==> src/rtl/seq_logic_pkg.sv <==
// -----------------------------------------------------------------------------
// seq_logic_pkg
// Shared definitions for the serial bitwise logic unit:
//   - 3-bit operation encodings (OP_AND .. OP_PASSA)
//   - FSM state type (IDLE, RUN, DONE)
// -----------------------------------------------------------------------------
package seq_logic_pkg;

    localparam logic [2:0] OP_AND   = 3'd0;
    localparam logic [2:0] OP_OR    = 3'd1;
    localparam logic [2:0] OP_XOR   = 3'd2;
    localparam logic [2:0] OP_NOR   = 3'd3;
    localparam logic [2:0] OP_ANDN  = 3'd4;  // a & ~b
    localparam logic [2:0] OP_ORN   = 3'd5;  // a | ~b
    localparam logic [2:0] OP_XNOR  = 3'd6;
    localparam logic [2:0] OP_PASSA = 3'd7;  // y = a

    typedef enum logic [1:0] {
        IDLE = 2'd0,
        RUN  = 2'd1,
        DONE = 2'd2
    } state_e;

endpackage

==> src/rtl/seq_logic_unit_slice.sv <==
// -----------------------------------------------------------------------------
// logic_slice
// Purely combinational W-bit bitwise operation mux.
// Ports:
//   a_i  [W-1:0]  operand A chunk
//   b_i  [W-1:0]  operand B chunk
//   op_i [2:0]    operation select (seq_logic_pkg OP_* encodings)
//   y_o  [W-1:0]  result chunk
// -----------------------------------------------------------------------------
module logic_slice
    import seq_logic_pkg::*;
#(
    parameter int W = 8
) (
    input  logic [W-1:0] a_i,
    input  logic [W-1:0] b_i,
    input  logic [2:0]   op_i,
    output logic [W-1:0] y_o
);

    always_comb begin
        y_o = '0;
        unique case (op_i)
            OP_AND:   y_o = a_i & b_i;
            OP_OR:    y_o = a_i | b_i;
            OP_XOR:   y_o = a_i ^ b_i;
            OP_NOR:   y_o = ~(a_i | b_i);
            OP_ANDN:  y_o = a_i & ~b_i;
            OP_ORN:   y_o = a_i | ~b_i;
            OP_XNOR:  y_o = ~(a_i ^ b_i);
            OP_PASSA: y_o = a_i;
            default:  y_o = '0;
        endcase
    end

endmodule

==> src/rtl/seq_logic_unit.sv <==
// -----------------------------------------------------------------------------
// seq_logic_unit
// Multi-mode bitwise logic unit that processes N-bit operands serially,
// CHUNK bits per cycle (LSB chunk first), behind valid/ready handshakes.
// Ports:
//   clk        rising-edge clock
//   rst        synchronous active-high reset
//   in_valid   request valid (a, b, op presented)
//   in_ready   unit accepts a request (IDLE only)
//   a, b [N-1:0]  operands
//   op   [2:0]    operation select
//   out_valid  result valid (DONE)
//   out_ready  consumer accepts result
//   y    [N-1:0]  result
//   zero       high when y == 0 (meaningful only while out_valid)
// -----------------------------------------------------------------------------
module seq_logic_unit
    import seq_logic_pkg::*;
#(
    parameter int N     = 32,
    parameter int CHUNK = 8
) (
    input  logic         clk,
    input  logic         rst,
    input  logic         in_valid,
    output logic         in_ready,
    input  logic [N-1:0] a,
    input  logic [N-1:0] b,
    input  logic [2:0]   op,
    output logic         out_valid,
    input  logic         out_ready,
    output logic [N-1:0] y,
    output logic         zero
);

    localparam int BEATS = N / CHUNK;
    localparam int CNT_W = (BEATS > 1) ? $clog2(BEATS) : 1;
    localparam logic [CNT_W-1:0] LAST_BEAT = CNT_W'(BEATS - 1);

    if ((N % CHUNK) != 0) begin : g_width_check
        $error("seq_logic_unit: N (%0d) must be a multiple of CHUNK (%0d)", N, CHUNK);
    end

    state_e             state_q, state_d;
    logic [CNT_W-1:0]   cnt_q, cnt_d;
    logic [N-1:0]       a_q, a_d;
    logic [N-1:0]       b_q, b_d;
    logic [2:0]         op_q, op_d;
    logic [N-1:0]       y_q, y_d;
    logic               nz_q, nz_d;

    logic [CHUNK-1:0]   chunk_a;
    logic [CHUNK-1:0]   chunk_b;
    logic [CHUNK-1:0]   chunk_y;

    assign chunk_a = a_q[cnt_q*CHUNK +: CHUNK];
    assign chunk_b = b_q[cnt_q*CHUNK +: CHUNK];

    logic_slice #(
        .W (CHUNK)
    ) u_slice (
        .a_i  (chunk_a),
        .b_i  (chunk_b),
        .op_i (op_q),
        .y_o  (chunk_y)
    );

    always_comb begin
        state_d = state_q;
        cnt_d   = cnt_q;
        a_d     = a_q;
        b_d     = b_q;
        op_d    = op_q;
        y_d     = y_q;
        nz_d    = nz_q;
        unique case (state_q)
            IDLE: begin
                if (in_valid) begin
                    a_d     = a;
                    b_d     = b;
                    op_d    = op;
                    cnt_d   = '0;
                    y_d     = '0;
                    nz_d    = 1'b0;
                    state_d = RUN;
                end
            end
            RUN: begin
                y_d[cnt_q*CHUNK +: CHUNK] = chunk_y;
                nz_d  = nz_q | (|chunk_y);
                cnt_d = cnt_q + CNT_W'(1);
                if (cnt_q == LAST_BEAT) begin
                    state_d = DONE;
                end
            end
            DONE: begin
                if (out_ready) begin
                    state_d = IDLE;
                end
            end
            default: state_d = IDLE;
        endcase
    end

    // Control and visible result state: reset so that an interrupted
    // transfer leaves no partial output behind.
    always_ff @(posedge clk) begin
        if (rst) begin
            state_q <= IDLE;
            cnt_q   <= '0;
            y_q     <= '0;
            nz_q    <= 1'b0;
        end else begin
            state_q <= state_d;
            cnt_q   <= cnt_d;
            y_q     <= y_d;
            nz_q    <= nz_d;
        end
    end

    // Operand latches are pure data; they are always rewritten on accept.
    always_ff @(posedge clk) begin
        a_q  <= a_d;
        b_q  <= b_d;
        op_q <= op_d;
    end

    // Handshake outputs come from the state register only.
    assign in_ready  = (state_q == IDLE);
    assign out_valid = (state_q == DONE);
    assign y         = y_q;
    assign zero      = ~nz_q;

endmodule

==> config.mk <==
export PLATFORM = sky130hd
export DESIGN_NAME = seq_logic_unit
export DESIGN_NICKNAME = d
export VERILOG_FILES = /design/src/rtl/seq_logic_pkg.sv /design/src/rtl/seq_logic_unit_slice.sv /design/src/rtl/seq_logic_unit.sv
export SDC_FILE = /design/constraint.sdc
export NUM_CORES = 1
export LEC_CHECK = 0
export BUFFER_PORTS_ARGS = -buffer_cell sky130_fd_sc_hd__buf_2
export CELL_PAD_IN_SITES_DETAIL_PLACEMENT = 0
export CELL_PAD_IN_SITES_GLOBAL_PLACEMENT = 1
export CORE_ASPECT_RATIO = 1.5
export CORE_UTILIZATION = 41
export CTS_CLUSTER_DIAMETER = 30
export DETAILED_ROUTE_END_ITERATION = 7
export GPL_TIMING_DRIVEN = 0
export PLACE_DENSITY = 0.81
export SYNTH_ARGS = -nofsm -noshare
export SYNTH_HDL_FRONTEND = slang
export SYNTH_HIERARCHICAL = 1
export SYNTH_SLANG_ARGS = --single-unit
==> constraint.sdc <==
create_clock -name clk -period 4.9 [get_ports clk]
set_clock_uncertainty 0.1 [all_clocks]
set_input_delay 0.98 -clock clk [delete_from_list [all_inputs] [get_ports clk]]
set_output_delay 0.98 -clock clk [all_outputs]
set_load 0.005 [all_outputs]
# --- Word-level counts from Yosys, hierarchy flattened ---
# Cells that the tools add are included.
# W data, S select, Z words.
op_classes:
  add_sub_neg: 2
  eq_ne: 13
  n_shift: 4
  n_mux: 12
  bitwise_logic: 10
  n_reduce_logical: 7
ops:
  columns: ["cell", "count"]
  rows:
  - ["$pmux W32 S2", 1]
  - ["$pmux W8 S8", 1]
  - ["$shiftx A32 B6 Y8", 2]
  - ["$neg A5 Y34", 1]
  - ["$shift A8 B34 Y32 const A", 1]
  - ["$shiftx A8 B34 Y32", 1]
  - ["$bwmux W32", 1]
  - ["$mux W32", 1]
  - ["$not A8 Y8", 3]
  - ["$and A8 B8 Y8", 2]
  - ["$or A8 B8 Y8", 2]
  - ["$eq A3 B3 Y1 const B", 4]
  - ["$mux W2", 4]
  - ["$reduce_or A8 Y1", 1]
  - ["$xor A8 B8 Y8", 1]
  - ["$eq A3 B2 Y1 const B", 2]
  - ["$pmux W2 S3", 1]
  - ["$eq A2 B2 Y1 const B", 2]
  - ["$ne A2 B2 Y1 const B", 2]
  - ["$pmux W2 S2", 1]
  - ["$reduce_and A2 Y1", 2]
  - ["$eq A3 B1 Y1 const B", 1]
  - ["$logic_not A3 Y1", 1]
  - ["$reduce_and A3 Y1", 1]
  - ["9 further kinds", 9]
totals:
  register_bits: 104
  input_bits: 71
  word_cells: 55

# --- Logic depth before layout (Yosys ltp) ---
# Gate-level depths: netlist (run 1).
logic_depth:
  ltp_word: 7
  depth_mapped: 11

# --- By module ---
# The synthesis (run 1) kept the hierarchy.
by_module_without_submodules:
  columns: ["mod", "instances", "cells_per_inst", "area_each_um2", "seq_area_each_um2"]
  rows:
  - ["seq_logic_unit", 1, 214, 3910.0, 2752.6]
  - ["logic_slice", 1, 100, 840.8, 0.0]

# --- Worst setup path after synthesis (run 1) ---
# No wires, ideal clock.
synth_timing:
  kind: "input -> register"
  startpoint: "input port in_valid"
  endpoint: "register a_q[0] (enable)"
  setup_time_ps: 432
  arrival_time_ps: 2553
  t_required_ps: 4368
  slack_ps: 1814
  stages: 1
  path_cell_list: "and2_1"
synth_between:
  elab_chain_len: 1
synth_rtl:
  columns: ["element", "line", "text"]
  rows:
  - ["start: declaration", "seq_logic_unit.sv:25", "input logic in_valid,"]
  - ["$reduce_and A2 Y1 (no source line)", null, null]
  - ["end signal: assignment", "seq_logic_unit.sv:123", "a_q <= a_d;"]
  - ["end: declaration", "seq_logic_unit.sv:46", "logic [N-1:0] a_q, a_d;"]
# Every way passes these cells.
# A chain may end at the register's enable or synchronous reset.

# --- Final worst setup path (run 1) ---
layout_timing:
  startpoint: "register cnt_q[1]"
  endpoint: "register nz_q"
layout_between:
  elab_chain_len: 7
  elab_cells_between_ends: 14
  classes_between: "shift: 2; mux: 2; bitwise: 9; reduce/logical: 1"
layout_rtl:
  columns: ["element", "line", "text"]
  rows:
  - ["start: declaration", "seq_logic_unit.sv:45", "logic [CNT_W-1:0] cnt_q, cnt_d;"]
  - ["start signal: assignment", "seq_logic_unit.sv:115", "cnt_q <= cnt_d;"]
  - ["$shiftx A32 B6 Y8 *", "seq_logic_unit.sv:56", "assign chunk_a = a_q[cnt_q*CHUNK +: CHUNK];"]
  - ["via chunk_a[3]", "seq_logic_unit.sv:52", "logic [CHUNK-1:0] chunk_a;"]
  - ["$xor A8 B8 Y8 or $or A8 B8 Y8 (tied branches)", null, null]
  - ["$not A8 Y8 (on tied branches)", "seq_logic_unit_slice.sv:30, seq_logic_unit_slice.sv:27", null]
  - ["$pmux W8 S8 *", "seq_logic_unit_slice.sv:23", "unique case (op_i)"]
  - ["via chunk_y[3]", "seq_logic_unit.sv:54", "logic [CHUNK-1:0] chunk_y;"]
  - ["$reduce_or A8 Y1 *", "seq_logic_unit.sv:90", "nz_d = nz_q | (|chunk_y);"]
  - ["$or A1 B1 Y1 *", "seq_logic_unit.sv:90", null]
  - ["$pmux W1 S2 *", "seq_logic_unit.sv:76", "unique case (state_q)"]
  - ["end signal: assignment", "seq_logic_unit.sv:117", "nz_q <= nz_d;"]
  - ["end: declaration", "seq_logic_unit.sv:50", "logic nz_q, nz_d;"]
# Mark *: on every way through the listed nets, which the timed path passes. The rest lies on a longest branch.

==> results.md, run 1 <==
* Worst min path class: reg2reg
* Pin slew with the least headroom to its limit at 647 ps
* Placement row count at 47
* Syn-to-layout area delta at 21.4%
* Wire length of the first global-routing pass at around 15 mm
* Detail-routed net length per standard cell at roughly 16 um
* Cell-by-cell listing of the critical path: clkbuf_1, buf_2, mux4_2, inv_1, ha_1, xor2_1, mux4_2, nor4_1, nand3_1, o211a_1
* MaxCap Viol Count at 0
* Fraction of the yosys area taken by sequential cells at between 50 and 60%
* Cell taking the most area after synthesis: edfxtp_1
* Number of hold-slack violations in the final timing report at 0
* Number of vias after detailed routing at ~3,000
* Post-synthesis cell type count at between 40 and 50
* Maximum fanout encountered on the critical timing path at 10
* Clock latency of the later-clocked register in the worst-skew pair at 340 ps
* Final-stage net count at 523
* Worst Path Arrival at between 3000 and 4000 ps
* Total Negative Setup Slacks at 0 ps
* Share of total power consumed by net switching at approximately 23%
* FF-to-FF setup slack at around 1500 ps
* Synthesized flop and latch total at between 100 and 150
* Fraction of layout instances using a drive strength above 1 at 38.4%
* Core Footprint at 0.0112 mm2
* Number of enable-type register cells in the synthesized netlist at 67
* Portion of total power attributed to the clock network at 35.5%
* Capturing element type of the critical path: register
* Remaining antenna violation count at 0
* Synth async-reset ratio at 0%
* Port-buffer cells at between 100 and 150
* P_leak at 0.00233 uW
* Number of DRC violations after detailed-routing iteration 0 at approximately 120
* Register area at about 0.0028 mm2
* Multi-input combinational cell area at 0.00181 mm2
* Root buffer selected by CTS: clkbuf_16
* Starting density of the core at between 40 and 50%
* Initial antenna violation count at 0
* Setup bufs post-CTS at 0
* Worst setup path class: reg2reg
* Post-CTS Hold Fix Bufs at 0
* Htree depth at 3
* Ratio of final minimum period to clock period at a little over two thirds
* Highest ir drop seen on vdd at 0.197 mV
* Areal power density over the cells at approximately 340 mW/mm2
* Total wirelength of the detailed-routed design at around 9.1 mm
* Final RePlAce weighted congestion at approximately 0.75
* All-layer global routing usage at between 10% and 20%
* Switching power at between 400 and 500 uW
* Fraction of post-synthesis cell area in the top cell type by area at around 42%
* Max Transition Viols Final at 0
* Antenna Cells at 0
* Top area cells in the synthesized netlist: edfxtp_1 42%, dfxtp_1 16%, mux4_2 10%
* Status: finished clean
* Clk sinks at about 100
* Setup-failing EPs final at 0
* Maximum number of pins on one net before global-route repair at between 40 and 50
* Slew Limit Headroom at between 50% and 60%
* Maximum clock frequency at about 0.29 GHz
* Synth Net Count at around 410
* Clock buffer count from CTS at 9
* FILL cells at between 900 and 1,000
* Number of top-level pins at 106
* Overall die area at 0.0120 mm2
* Final-layout worst hold slack at ~360 ps
* TritonCTS clock tree: built
* Via density at about 5
* Remaining design rule violation count at 0
* Post-detailed-placement half-perimeter wirelength at 6.98 mm
* Sort of element at the start of the critical path: register
* Remaining global-route overflow at 0
* Via count of the first global-routing pass at approximately 3,100
* Worst path slowest cell: clkbuf_1
* Proportion of power drawn by combinational gates at between 10 and 15%
* DR pass1 iterations at 4
* Design internal power at roughly 1500 uW
* Critical path's most frequent cell: mux4_2
* Floorplan die width at between 80 and 90 um
* Worst EP required at between 5000 and 6000 ps
* Die Height at between 100 and 150 um
* Main synth FF type: edfxtp_1
* CTS-repair resized insts at 0
* Sequential Power Share at 50.9%
* Final worst path period need at between 3000 and 4000 ps
* Post-Syn Instances at approximately 310
* Count of synthesis-stage warnings from yosys at 6
* Clock transition at the register clock pins on the worst setup and hold paths after CTS at about 70 ps
* Highest cell delay on the worst timing path at approximately 530 ps
* RSZ-0062 raised after global routing: no
* Area of the mapped netlist at about 0.0048 mm2
* Avg Inst Size Synth at approximately 15 um2
* Maximum count of clock buffers along a single path at 2
power groups by stage:
stage / Clock, uW / Combinational [uW] / Sequential [uW]
final: 690 / 263 / 989
after global routing: 745 / 292 / 993
after CTS: 706 / 267 / 990
after detailed placement: 0 / 266 / 1010
after global placement: 0 / 253 / 1010
after floorplan: 0 / 184 / 1010
through the flow:
| step | util (%) | area, um2 | worst slack (ps) | total power, uW | std cells |
|---|---|---|---|---|---|
| 2_1_floorplan | - | 4750 | 1810 | 1190 | 314 |
| 3_3_place_gp | 48.8 | 5460 | 1220 | 1260 | 565 |
| 3_5_place_dp | 49.0 | 5480 | 1440 | 1270 | 566 |
| 4_1_cts | 51.6 | 5770 | 1430 | 1960 | 582 |
| 5_1_grt | 51.6 | 5770 | 1240 | 2030 | 582 |
| 6_report | 51.6 | 5770 | 1470 | 1940 | 582 |
worst paths after layout:
path | start | end | cells after the start
setup / recovery | cnt_q[1]$_SDFFE_PP0P_ | nz_q$_SDFFE_PP0P_ | 10
hold / removal | y[26]$_SDFFE_PP0P_ | y[26]$_SDFFE_PP0P_ | 1
setup reg to reg | cnt_q[1]$_SDFFE_PP0P_ | nz_q$_SDFFE_PP0P_ | 10
hold reg to reg | y[26]$_SDFFE_PP0P_ | y[26]$_SDFFE_PP0P_ | 1
flip-flops by register name (all words and copies together) (netlist names):
register	cells
a_q	32
b_q	32
y	32
op_q	3
cnt_q	2
state_q	2
nz_q	1
cells in the final DEF (no fill, tap or decap), types with 5 or more instances in the layout:
cell type	count
mux2_2	5
a21oi_1	8
a32o_1	8
xor2_1	5
nor2_1	12
a22o_1	9
dfxtp_1	37
edfxtp_1	67
mux2i_1	7
clkbuf_16	9
ha_1	22
mux4_2	21
nand2_1	11
buf_2	107
xnor2_1	9
inv_1	23
buf_4	5
o2bb2ai_1	16
worst max-delay path, delay by kind of cell (launching register included):
family / cells / cell delay (ps)
XOR/XNOR: 1 / 140
multiplexers: 2 / 880
flip-flops: 1 / 400
AO/OA/AOI/OAI: 1 / 130
adder cells (fa/ha/maj): 1 / 240
buffers and inverters: 3 / 1050
AND/OR/NAND/NOR: 2 / 390
metal layers:
metal / up-vias / part of all wire (%) / wire [um] / GRT usage (%)
met5: - / 0 / 0 / 0
met3: 11 / 3.9 / 359 / 3.06
met1: 1425 / 39 / 3550 / 18.0
met2: 86 / 55 / 5040 / 30.7
li1: 1442 / - / - / -
met4: 0 / 2.0 / 182 / 6.63
cell families after synthesis:
kind of cell,Yosys count,share of synthesized area [%]
xor gates and xnor gates,14,2.58
buffers and inverters,38,4.08
muxes,37,13.7
DFF,104,57.9
adders and majority gates,22,5.79
AOI/OAI and AO/OA,58,10.8
and+or+nand+nor,41,5.11
cell type report:
| class | count | share of cell area [%] |
|---|---|---|
| sequential | 104 | 47.7 |
| multi-input combinational | 172 | 31.3 |
| timing repair buffer | 105 | 9.37 |
| clock buffer | 10 | 3.97 |
| tap | 147 | 3.19 |
| inverter | 25 | 1.87 |
| buffer | 13 | 1.50 |
| clock inverter | 6 | 1.04 |
Yosys cell counts (8+ instances only):
cell type,instances
edfxtp_1,67
dfxtp_1,37
inv_1,23
ha_1,22
mux4_2,21
o2bb2ai_1,16
nor2_1,12
nand2_1,11
a22o_1,9
xnor2_1,9
a21oi_1,8
a32o_1,8
No activity file was read; power rests on OpenSTA's default activity.
==> inputs of run 2 (changes only) <==
==> constraint.sdc (replaced) <==
create_clock -name clk -period 3.4 [get_ports clk]
set_clock_uncertainty 0.1 [all_clocks]
set_input_delay 0.68 -clock clk [delete_from_list [all_inputs] [get_ports clk]]
set_output_delay 0.68 -clock clk [all_outputs]
set_load 0.005 [all_outputs]
==> run 2 against run 1 <==
  * Global-route usage is the same
  * Die area did not move
  * Final area decreased by 0.11%
==> results.md, run 2 (same netlist as run 1, synthesis figures left out) <==
* Setup-failing EPs final at 0
* TritonCTS clock tree: built
* Post-route cell area at around 0.0058 mm2
* Detail-routed net length per standard cell at 15.6 um
* Post-detailed-placement half-perimeter wirelength at 6.98 mm
* Capturing element type of the critical path: register
* Clock transition at the register clock pins on the worst setup and hold paths after CTS at ~70 ps
* Via density at 5.06
* Maximum count of clock buffers along a single path at 2
* Total wirelength of the detailed-routed design at just over 9 mm
* Post-CTS Hold Fix Bufs at 0
* Wire length of the first global-routing pass at around 15 mm
* P_leak at between 0.002 and 0.0025 uW
* Slew Limit Headroom at ~64%
* Initial antenna violation count at 0
* Worst Path Arrival at 3310 ps
* Root buffer selected by CTS: clkbuf_16
* Placement row count at 47
* Clock latency of the later-clocked register in the worst-skew pair at around 340 ps
* Die Height at 134 um
* Floorplan die width at between 80 and 90 um
* Number of hold-slack violations in the final timing report at 0
* MaxCap Viol Count at 0
* Number of DRC violations after detailed-routing iteration 0 at between 100 and 150
* Remaining design rule violation count at 0
* Final standard cell utilization of the core at ~52%
* Starting density of the core at a little over two fifths
* Maximum clock frequency at about 0.32 GHz
* Launch point of the worst hold path: y[26]$_SDFFE_PP0P_
* Port-buffer cells at around 100
* Highest ir drop seen on vdd at 0.283 mV
* Worst setup startpoint: cnt_q[1]$_SDFFE_PP0P_
* Status: finished clean
* Areal power density over the cells at a little under 500 mW/mm2
* Number of top-level pins at approximately 110
* Final-stage net count at around 520
* Antenna Cells at 0
* Most frequent cells in the layout: 107 x buf_2, 67 x edfxtp_1, 37 x dfxtp_1
* Sort of element at the start of the critical path: register
* Syn-to-layout area delta at 21.2%
* Ratio of final minimum period to clock period at just over 90%
* Post-DP Area at ~0.0055 mm2
* Remaining global-route overflow at 0
* Maximum fanout encountered on the critical timing path at 10
* Number of vias after detailed routing at between 2,000 and 3,000
* Final RePlAce weighted congestion at ~0.75
* Pin slew with the least headroom to its limit at roughly 530 ps
* Worst r2r src: cnt_q[1]$_SDFFE_PP0P_
* Overall die area at between 0.01 and 0.015 mm2
* Worst setup path class: reg2reg
* All-layer global routing usage at 16.3%
* Worst min path class: reg2reg
* Maximum number of pins on one net before global-route repair at 47
* Clock buffer count from CTS at 9
* Htree depth at 3
* Fraction of layout instances using a drive strength above 1 at between 30 and 40%
* Worst EP required at between 3000 and 4000 ps
* Most frequent standard cell in the layout excluding fill and tap cells: buf_2
* Via count of the first global-routing pass at 3,088
* FILL cells at ~1,000
* Max Transition Viols Final at 0
* Final worst path period need at approximately 3200 ps
* Setup bufs post-CTS at 0
* Clk sinks at about 100
* DR pass1 iterations at 4
* RSZ-0062 raised after global routing: no
* Remaining antenna violation count at 0
* Core Footprint at about 0.011 mm2
-- run 2: layer usage --
layer	part of all wire, %	wire (um)	up-vias	global-route usage, %
met4	2.0	182	0	6.63
met5	0	0	-	0
met2	55	4970	81	30.7
met1	39	3580	1406	18.0
li1	-	-	1440	-
met3	3.7	336	12	3.06
-- run 2: repair_timing --
| item | CTS | global route |
|---|---|---|
| resized for setup | 1 | 0 |
| setup endpoints to repair | 1 | 1 |
| endpoints found under the hold margin | 0 | 0 |
-- run 2: layout make-up --
class                           count  area (um2)  share of cell area [%]
Timing Repair Buffer              105         541                    9.39
Buffer                             12        80.1                    1.39
Sequential cell                   104        2750                    47.8
Clock buffer                       10         229                    3.98
Multi-Input combinational cell    172        1810                    31.3
Tap cell                          147         184                    3.19
Clock inverter                      6        60.1                    1.04
Inverter                           25         108                    1.87
-- run 2: per-stage QoR --
stage | setup WS, ps | total power [uW] | setup TNS [ps] | hold WS (ps) | std cells
floorplan | 461 | 1720 | 0 | 356 | 314
global placement | -35.6 | 1820 | -35.6 | 338 | 565
detailed placement | -64.6 | 1840 | -64.6 | 343 | 566
CTS | 130 | 2830 | 0 | 362 | 582
global route | 18.3 | 2920 | 0 | 372 | 581
finish | 228 | 2800 | 0 | 358 | 581
-- run 2: report_power, final --
part	leakage [uW]	internal (uW)	switching, uW	total (uW)
Clock	0.000136	566	427	993
Combinational	0.00126	177	201	378
Sequential	0.000937	1410	18.3	1430
-- run 2: path summary, 6_finish.rpt --
| kind | to | slack, ps | depth (start not counted) |
|---|---|---|---|
| worst max register to register | nz_q$_SDFFE_PP0P_ | 230 | 10 |
| worst min register to register | y[26]$_SDFFE_PP0P_ | 360 | 1 |
| worst min-delay path | y[26]$_SDFFE_PP0P_ | 360 | 1 |
| worst max-delay path | nz_q$_SDFFE_PP0P_ | 230 | 10 |
-- run 2: critical path: stages (launching register included) --
cell and delay, ps:
dfxtp_1 400, clkbuf_2 320, buf_2 340, mux4_2 360
inv_1 120, ha_1 240, xor2_1 140, mux4_2 520
nor4_1 280, nand3_1 110, o211a_1 130
==> inputs of run 3 (changes only) <==
--- a/config.mk
+++ b/config.mk
@@ -13,6 +13,7 @@
 export CTS_CLUSTER_DIAMETER = 30
 export DETAILED_ROUTE_END_ITERATION = 7
 export GPL_TIMING_DRIVEN = 0
+export MAX_ROUTING_LAYER = met4
 export PLACE_DENSITY = 0.81
 export SYNTH_ARGS = -nofsm -noshare
 export SYNTH_HDL_FRONTEND = slang
==> run 3 against run 2 <==
  * Flip-flop and latch count did not move
  * Largest cell class unchanged
  * Critical path depth did not move
  * Count of clock-buffer cells in the layout did not move
  * First-iteration DRC count rose by 18%
  * Die area did not move
  * Combinational power barely moved
  * Core utilization did not move
  * Register-to-register slack barely moved
  * Final area did not move
  * Clock power barely moved
  * Critical path type unchanged
==> results.md, run 3 (same netlist as run 1, synthesis figures left out) <==
* Status: finished clean
* Starting density of the core at between 40% and 50%
* Clock buffer count from CTS at 9
* Worst setup path class: reg2reg
* DR pass1 iterations at 4
* Highest cell delay on the worst timing path at ~520 ps
* Floorplan die width at between 80 and 90 um
* Post-detailed-placement half-perimeter wirelength at approximately 7.0 mm
* Design internal power at approximately 2200 uW
* Overall die area at around 0.012 mm2
* Clock latency of the later-clocked register in the worst-skew pair at approximately 340 ps
* Setup bufs post-CTS at 0
* Final worst path period need at approximately 3200 ps
* P_leak at roughly 0.0023 uW
* Worst min path class: reg2reg
* Pin slew with the least headroom to its limit at between 500 and 600 ps
* Final standard cell utilization of the core at 51.5%
* Worst EP required at approximately 3500 ps
* Most frequent cells in the layout: 107 x buf_2, 67 x edfxtp_1, 37 x dfxtp_1
* Maximum clock frequency at between 0.3 and 0.4 GHz
* Capturing element type of the critical path: register
* Final-stage net count at approximately 520
* Clock transition at the register clock pins on the worst setup and hold paths after CTS at 70 ps
* Max Transition Viols Final at 0
* Switching power at ~650 uW
* Core Footprint at 0.0112 mm2
* Most frequent standard cell in the layout excluding fill and tap cells: buf_2
* Worst Path Arrival at between 3000 and 4000 ps
* GR Util met3 at just over 3%
* Worst path slowest cell: mux4_2
* Htree depth at 3
* Remaining global-route overflow at 0
* Sequential Power Share at 51.0%
* Cell-by-cell listing of the critical path: clkbuf_2, buf_2, mux4_2, inv_1, ha_1, xor2_1, mux4_2, nor4_1, nand3_1, o211a_1
* Setup-failing EPs final at 0
* Initial antenna violation count at 0
* Proportion of power drawn by combinational gates at roughly 14%
* Total wirelength of the detailed-routed design at ~9 mm
* Instance count after placement with tap cells included at around 570
* Slew Limit Headroom at ~64%
* Die Height at between 100 and 150 um
* Detail-routed net length per standard cell at between 15 and 20 um
* Number of vias after detailed routing at just under 3,000
* Total Negative Setup Slacks at 0 ps
* Gr busiest metal: met2
* Routing usage on met2 at a little under a third
* Ratio of final minimum period to clock period at between 90% and 100%
* Portion of total power attributed to the clock network at between 30% and 40%
* Via density at between 5 and 6
* Root buffer selected by CTS: clkbuf_16
* Wire length of the first global-routing pass at about 15 mm
* MaxCap Viol Count at 0
* RSZ-0062 raised after global routing: no
* TritonCTS clock tree: built
* Highest ir drop seen on vdd at approximately 0.28 mV
* Sort of element at the start of the critical path: register
* Share of total power consumed by net switching at between 20% and 30%
* Fraction of layout instances using a drive strength above 1 at roughly two fifths
* Number of standard cells in the final layout excluding fillers at around 580
* Number of top-level pins at between 100 and 150
* Syn-to-layout area delta at 21.2%
* Areal power density over the cells at 486 mW/mm2
* Clk sinks at about 100
* Maximum number of pins on one net before global-route repair at 47
* Met1 demand-to-capacity share in global routing at a little under a fifth
* Number of DRC violations after detailed-routing iteration 0 at 150
* Placement row count at between 40 and 50
* Maximum count of clock buffers along a single path at 2
* All-layer global routing usage at about 17%
* Remaining antenna violation count at 0
* Number of hold-slack violations in the final timing report at 0
* Critical path's most frequent cell: mux4_2
* Remaining design rule violation count at 0
* Port-buffer cells at around 100
* Antenna Cells at 0
* Maximum fanout encountered on the critical timing path at 10
* Final RePlAce weighted congestion at 0.755
* Via count of the first global-routing pass at between 3,000 and 4,000
[run 3: cell counts in the layout (fill, tap and decap cells not counted)]
Identical to the previous run, type by type.
[run 3: layout make-up]
cell class | count | area (um2)
Timing Repair Buffer | 105 | 541
Clock inverter | 6 | 60.1
Tap cell | 147 | 184
Clock buffer | 10 | 229
Sequential cell | 104 | 2750
Buffer | 12 | 80.1
Fill cell | 991 | 5410
Inverter | 25 | 108
Multi-Input combinational cell | 172 | 1810
[run 3: worst paths after layout]
| path | from | to | slack (ps) | depth (start not counted) |
|---|---|---|---|---|
| min reg2reg | y[26]$_SDFFE_PP0P_ | y[26]$_SDFFE_PP0P_ | 360 | 1 |
| max | cnt_q[1]$_SDFFE_PP0P_ | nz_q$_SDFFE_PP0P_ | 220 | 10 |
| min | y[26]$_SDFFE_PP0P_ | y[26]$_SDFFE_PP0P_ | 360 | 1 |
| max reg2reg | cnt_q[1]$_SDFFE_PP0P_ | nz_q$_SDFFE_PP0P_ | 220 | 10 |
[run 3: per-layer routing]
| metal | part of all wire [%] | up-vias |
|---|---|---|
| li1 | - | 1437 |
| met1 | 40 | 1410 |
| met3 | 3.6 | 13 |
| met4 | 2.2 | 0 |
| met2 | 55 | 75 |
| met5 | 0 | - |
[run 3: critical path: cells and delay by family (launching register included)]
family / cells / cell delay [ps]
muxes: 2 / 880
buffers and inverters: 3 / 790
DFF: 1 / 400
and+or+nand+nor: 2 / 390
adders and majority gates: 1 / 240
xor gates and xnor gates: 1 / 140
AOI/OAI and AO/OA: 1 / 130
[run 3: power by group through the flow]
stage | registers, uW | logic (uW) | clock network, uW
after global placement | 1450 | 364 | 0
after detailed placement | 1450 | 383 | 0
after CTS | 1430 | 385 | 1020
after global routing | 1430 | 419 | 1070
final | 1430 | 378 | 993
after floorplan | 1450 | 265 | 0
[run 3: what timing repair did]
action / in CTS / in global routing
endpoints found under the setup margin: 1 / 1
gates resized for setup: 1 / 0
hold buffers: 0 / 0
cloned: 0 / 0
[run 3: per-stage QoR]
| stage | power, uW | hold slack (ps) | worst slack (ps) | cell area [um2] |
|---|---|---|---|---|
| final | 2800 | 358 | 216 | 5760 |
| after global routing | 2920 | 372 | 18.3 | 5760 |
| after CTS | 2830 | 362 | 130 | 5770 |
| after detailed placement | 1840 | 343 | -64.6 | 5480 |
| after global placement | 1820 | 338 | -35.6 | 5460 |
| after floorplan | 1720 | 356 | 461 | 4750 |
